$ cat src/rtl/mult_defs_pkg.sv
// Shared state encoding and iteration constants for the shift-add multiplier.
package mult_defs_pkg;

    typedef enum logic [1:0] {
        ST_IDLE = 2'd0,
        ST_RUN  = 2'd1,
        ST_DONE = 2'd2
    } state_t;

    localparam logic [2:0] ITER_LAST = 3'd3;

endpackage

$ cat src/rtl/four_bit_full_adder.sv
// 4-bit ripple-carry adder built from per-bit full-adder equations.
module four_bit_full_adder (
    input  logic [3:0] a,
    input  logic [3:0] b,
    input  logic       cin,
    output logic [3:0] sum,
    output logic       cout
);

    logic [4:0] carry;

    always_comb begin
        carry    = '0;
        sum      = '0;
        carry[0] = cin;
        for (int i = 0; i < 4; i++) begin
            sum[i]       = a[i] ^ b[i] ^ carry[i];
            carry[i + 1] = (a[i] & b[i]) | (carry[i] & (a[i] ^ b[i]));
        end
        cout = carry[4];
    end

endmodule

$ cat src/rtl/shift_add_multiplier.sv
// Sequential unsigned 4x4 multiplier: four shift-add iterations through one shared 4-bit adder.
module shift_add_multiplier
    import mult_defs_pkg::*;
(
    input  logic       clk,
    input  logic       rst,
    input  logic       start,
    input  logic [3:0] a,
    input  logic [3:0] b,
    output logic       busy,
    output logic       done,
    output logic [7:0] product
);

    state_t     state;
    logic [3:0] mcand;
    logic [8:0] p;
    logic [2:0] cnt;

    logic [3:0] add_b;
    logic [3:0] add_sum;
    logic       add_cout;
    logic [8:0] p_sum;

    assign add_b = p[0] ? mcand : 4'b0;

    four_bit_full_adder u_adder (
        .a    (p[7:4]),
        .b    (add_b),
        .cin  (1'b0),
        .sum  (add_sum),
        .cout (add_cout)
    );

    // Carry lands in bit 8 before the shift so nothing is lost.
    assign p_sum = {add_cout, add_sum, p[3:0]};

    assign busy = (state == ST_RUN) || (state == ST_DONE);
    assign done = (state == ST_DONE);

    always_ff @(posedge clk) begin
        if (rst) begin
            state   <= ST_IDLE;
            mcand   <= 4'b0;
            p       <= 9'b0;
            cnt     <= 3'b0;
            product <= 8'h00;
        end else begin
            case (state)
                ST_IDLE: begin
                    if (start) begin
                        mcand <= a;
                        p     <= {1'b0, 4'b0, b};
                        cnt   <= 3'b0;
                        state <= ST_RUN;
                    end
                end
                ST_RUN: begin
                    p   <= {1'b0, p_sum[8:1]};
                    cnt <= cnt + 3'd1;
                    if (cnt == ITER_LAST) begin
                        product <= p_sum[8:1];
                        state   <= ST_DONE;
                    end
                end
                ST_DONE: begin
                    state <= ST_IDLE;
                end
                default: begin
                    state <= ST_IDLE;
                end
            endcase
        end
    end

endmodule

$ cat config.mk
export PLATFORM = sky130hd
export DESIGN_NAME = shift_add_multiplier
export DESIGN_NICKNAME = d
export VERILOG_FILES = /design/src/rtl/mult_defs_pkg.sv /design/src/rtl/four_bit_full_adder.sv /design/src/rtl/shift_add_multiplier.sv
export SDC_FILE = /design/constraint.sdc
export NUM_CORES = 1
export LEC_CHECK = 0
export ABC_AREA = 1
export CAP_MARGIN = 20
export CORE_UTILIZATION = 45
export DETAILED_ROUTE_END_ITERATION = 8
export GPL_TIMING_DRIVEN = 1
export PLACE_DENSITY = 0.81
export SLEW_MARGIN = 10
export SYNTH_ARGS = -nofsm -noshare
export SYNTH_HDL_FRONTEND = slang
export SYNTH_SLANG_ARGS = --single-unit
$ cat constraint.sdc
create_clock -name clk -period 3.7 [get_ports clk]
set_input_delay 0.74 -clock clk [delete_from_list [all_inputs] [get_ports clk]]
set_output_delay 0.74 -clock clk [all_outputs]
set_load 0.03 [all_outputs]
==> out/metrics.sh <==
OUTCOME='complete, no violations'
FMAXACHIEVABLE_MHz=408
TIMING.FINAL.MAX_SLEW_VIOLATIONS=0
GRT_START_MAX_NET_PINS=18
FINCLKSKEW_NS=0.00436
POWER_W=0.000486
SEQ_POWER_SHARE_PCT=59.1
SYNTHESIS.INSTANCES=163
FP.DIEAREA_UM2=2860
FIRST_GLOBAL_VIAS=930
POWER_FRAC_COMB_PCT=15.4
WORSTPATHREQUIRED_NS=2.96
PORTBUFFERS=20
HOLD-PATH-ENDPOINT='product[1]'
DETAILEDROUTE.FIRSTPASSITERATIONCOUNT=4
GR-USAGE-ALL-LAYERS_PCT=19.2
R2R_PATH_END='p[6]'
GP_CONGESTION=0.850
DETAIL_ROUTE.WL_PER_CELL_UM=11.5
R2R.WORST_PATH.CELLS=10
WORST-SLEW-PIN-TRANSITION_NS=0.502
NUMCLOCKSINKS=25
POSTSYNTHREGISTERBITS=25
TIMING.CRITICAL_PATH.ARRIVAL_NS=1.71
REPORT.FINAL.SETUP_VIOL=0
PROPORTION_OF_TOTAL_POWER_DUE_TO_NET_SWITCHING_PCT=27.6
FLOORPLAN.INITIALDENSITY_PCT=47.6
NET-SWITCHING-POWER_W=0.000134
LAYOUT.CELLS.NON_FILLER=212
DRT.ANTENNA.VIOLATING_NETS=0
P_INT_W=0.000352
AREA_GROWTH_PCT=19.6
SYN-CELL-AREA_UM2=1190
CTS_HOLD_BUFS=0
WHS_PATH_DEPTH=2
CTS_MAX_PATH_BUFFERS=2
CLOCK_POWER_SHARE_PCT=25.5
P_LEAK_nW=0.615
YS_SEQ_AREA_SHARE_PCT=42.0
ENDPOINT_KIND='output port'
SYNTHESIZED_NETS=183
TNS_NS=0
POSTCTSSETUPREPAIRBUFS=0
DP.CELLS=208
FLOORPLAN.DIE.WIDTH_UM=53.5
GRT.OVERFLOW.TOTAL=0
NUM_ROWS=18
FINAL.PERIOD_UTILIZATION_PCT=66.2
CRITPATHMAXFANOUT=3
CAP_VIOL_MAX_COUNT=0
WORSTHOLDPATHTYPE='flip-flop to flip-flop'
NUM-NETS-FINAL=203
CTS.REPAIR.RESIZED=0
DRIVE_GT1_SHARE_PCT=3.85
DETAIL_ROUTE.DRC_VIOLATIONS=0
SYN_AREA_PER_CELL_UM2=7.31
SYNTH_WARNINGS=0
VIA_PER_INST=5.01
CORE_BOX_AREA_UM2=2500
HOLD_WS_NS=0.495
WORSTREG2REGSTART='p[0]'
DETAILEDPLACEMENTHPWL_UM=1750
WORST_HOLD_STARTPOINT='product[1]'
FINALWIRELENGTH_UM=2440
GRT_ANTENNA_BEFORE_REPAIR=0
WORSTSETUPPATHTYPE='flip-flop to output port'
DIODES=0
CLK_ROOT_BUFFER_CELL='sky130_fd_sc_hd__clkbuf_4'
CTS_TREE='built'
VIAS=1063
SETUP.WORST_PATH.START_CLASS='flip-flop'
HEADROOM_TO_THE_MAX_SLEW_LIMIT_PCT=66.5
POWERDENSITY_nW_PER_UM2=341
VDD_IR_DROP_MAX_uV=254
R2R_SETUP_SLACK_NS=1.40
DETAILEDROUTE.FIRSTITERATIONVIOLATIONS=25
POST-ROUTE-MIN-PERIOD_NS=2.45
CLOCK_LATENCY_NS=0.32
GRT_FIRST_PASS_WIRELENGTH_UM=3820
POST_SYNTH_NUM_CELL_TYPES=15
CTS-BUFFERS-INSERTED=3
DIE-HEIGHT_UM=53.5
IOS=21
CTSHTREEMAXLEVEL=1
UNREPAIRED_SETUP_ENDPOINTS_AFTER_GLOBAL_ROUTING='no'
CLKTRANSATPATHREGS_NS=0.13
HOLD_VIOL=0
[synth_stat cells]
cell | count | share of area [%]
sky130_fd_sc_hd__nor2_1 | 33 | 10
sky130_fd_sc_hd__nand2_1 | 29 | 9.1
sky130_fd_sc_hd__dfxtp_1 | 25 | 42
sky130_fd_sc_hd__inv_1 | 20 | 6.3
sky130_fd_sc_hd__nand3_1 | 13 | 5.5
sky130_fd_sc_hd__o21ai_0 | 10 | 4.2
sky130_fd_sc_hd__a21oi_1 | 9 | 3.8
sky130_fd_sc_hd__ha_1 | 6 | 6.3
sky130_fd_sc_hd__buf_2 | 3 | 1.3
sky130_fd_sc_hd__fa_1 | 3 | 5.0
sky130_fd_sc_hd__nand3b_1 | 3 | 1.9
sky130_fd_sc_hd__o21ai_1 | 3 | 1.3
sky130_fd_sc_hd__buf_4 | 2 | 1.3
sky130_fd_sc_hd__inv_2 | 2 | 0.63
sky130_fd_sc_hd__nand2_2 | 2 | 1.1
[layer usage]
| metal | part of all wire [%] | GRT usage [%] | vias up | wire [um] |
|---|---|---|---|---|
| met1 | 45 | 22.0 | 479 | 1090 |
| met3 | 4.1 | 3.45 | 8 | 99 |
| met2 | 47 | 31.0 | 33 | 1150 |
| met4 | 3.7 | 14.5 | 0 | 90 |
| met5 | 0 | 0 | - | 0 |
| li1 | - | - | 543 | - |
[metrics by stage]
stage          setup slack (ns)  util, %  cell area (um2)
2_1_floorplan              1.56        -             1190
3_3_place_gp               1.52     56.0             1400
3_5_place_dp               1.45     56.0             1400
4_1_cts                    1.24     57.0             1430
5_1_grt                    1.15     57.0             1430
6_report                   1.25     57.0             1430
[sequential cells by signal (all words and copies together) (netlist names)]
signal,flops
mcand,4
product,8
cnt,3
p,8
state,2
[worst max path at each step]
stage,endpoint,slack [ns],start
finish,busy,1.25,state[1]
global route,busy,1.15,state[1]
CTS,busy,1.24,state[1]
detailed placement,p[6],1.45,p[0]
global placement,product[6],1.52,p[0]
floorplan,product[6],1.56,p[0]
[cells by family (layout without fill, tap and decap cells)]
| kind of cell | count (synthesis) | in the layout | share of synthesized area, % |
|---|---|---|---|
| fa+ha+maj | 9 | 9 | 11.3 |
| flops | 25 | 25 | 42.0 |
| simple gates | 80 | 80 | 27.9 |
| compound gates | 22 | 22 | 9.24 |
| buf+inv | 27 | 46 | 9.45 |
[placed cells by master (no fill, tap or decap)]
| cell type | instances |
|---|---|
| sky130_fd_sc_hd__dfxtp_1 | 25 |
| sky130_fd_sc_hd__o21ai_0 | 10 |
| sky130_fd_sc_hd__nand3_1 | 13 |
| sky130_fd_sc_hd__inv_1 | 20 |
| sky130_fd_sc_hd__clkbuf_1 | 1 |
| sky130_fd_sc_hd__nand2_2 | 2 |
| sky130_fd_sc_hd__clkbuf_4 | 3 |
| sky130_fd_sc_hd__clkdlybuf4s50_1 | 20 |
| sky130_fd_sc_hd__inv_2 | 2 |
| sky130_fd_sc_hd__nor2_1 | 33 |
| sky130_fd_sc_hd__nand3b_1 | 3 |
| sky130_fd_sc_hd__ha_1 | 6 |
| sky130_fd_sc_hd__fa_1 | 3 |
| sky130_fd_sc_hd__nand2_1 | 29 |
| sky130_fd_sc_hd__a21oi_1 | 9 |
| sky130_fd_sc_hd__o21ai_1 | 3 |
[power by group through the flow]
| stage | Sequential, W | Clock, W | Combinational, W |
|---|---|---|---|
| 6_report | 0.000287 | 0.000124 | 0.0000749 |
| 5_1_grt | 0.000289 | 0.000135 | 0.0000842 |
| 4_1_cts | 0.000287 | 0.000125 | 0.0000740 |
| 3_5_place_dp | 0.000293 | 0 | 0.0000730 |
| 3_3_place_gp | 0.000293 | 0 | 0.0000706 |
| 2_1_floorplan | 0.000291 | 0 | 0.0000527 |
[area by class of cell]
class | count | area, um2
fill | 228 | 1070
multi-input combinational | 111 | 578
sequential | 25 | 500
timing repair buffer | 20 | 200
inverter | 22 | 82.6
tap | 30 | 37.5
clock buffer | 4 | 26.3
[critical path: stages (launching register included)]
cell and delay (ns):
sky130_fd_sc_hd__dfxtp_1 0.39, sky130_fd_sc_hd__inv_1 0.07, sky130_fd_sc_hd__ha_1 0.27, sky130_fd_sc_hd__clkdlybuf4s50_1 0.66
No activity file was read; power rests on OpenSTA's default activity.
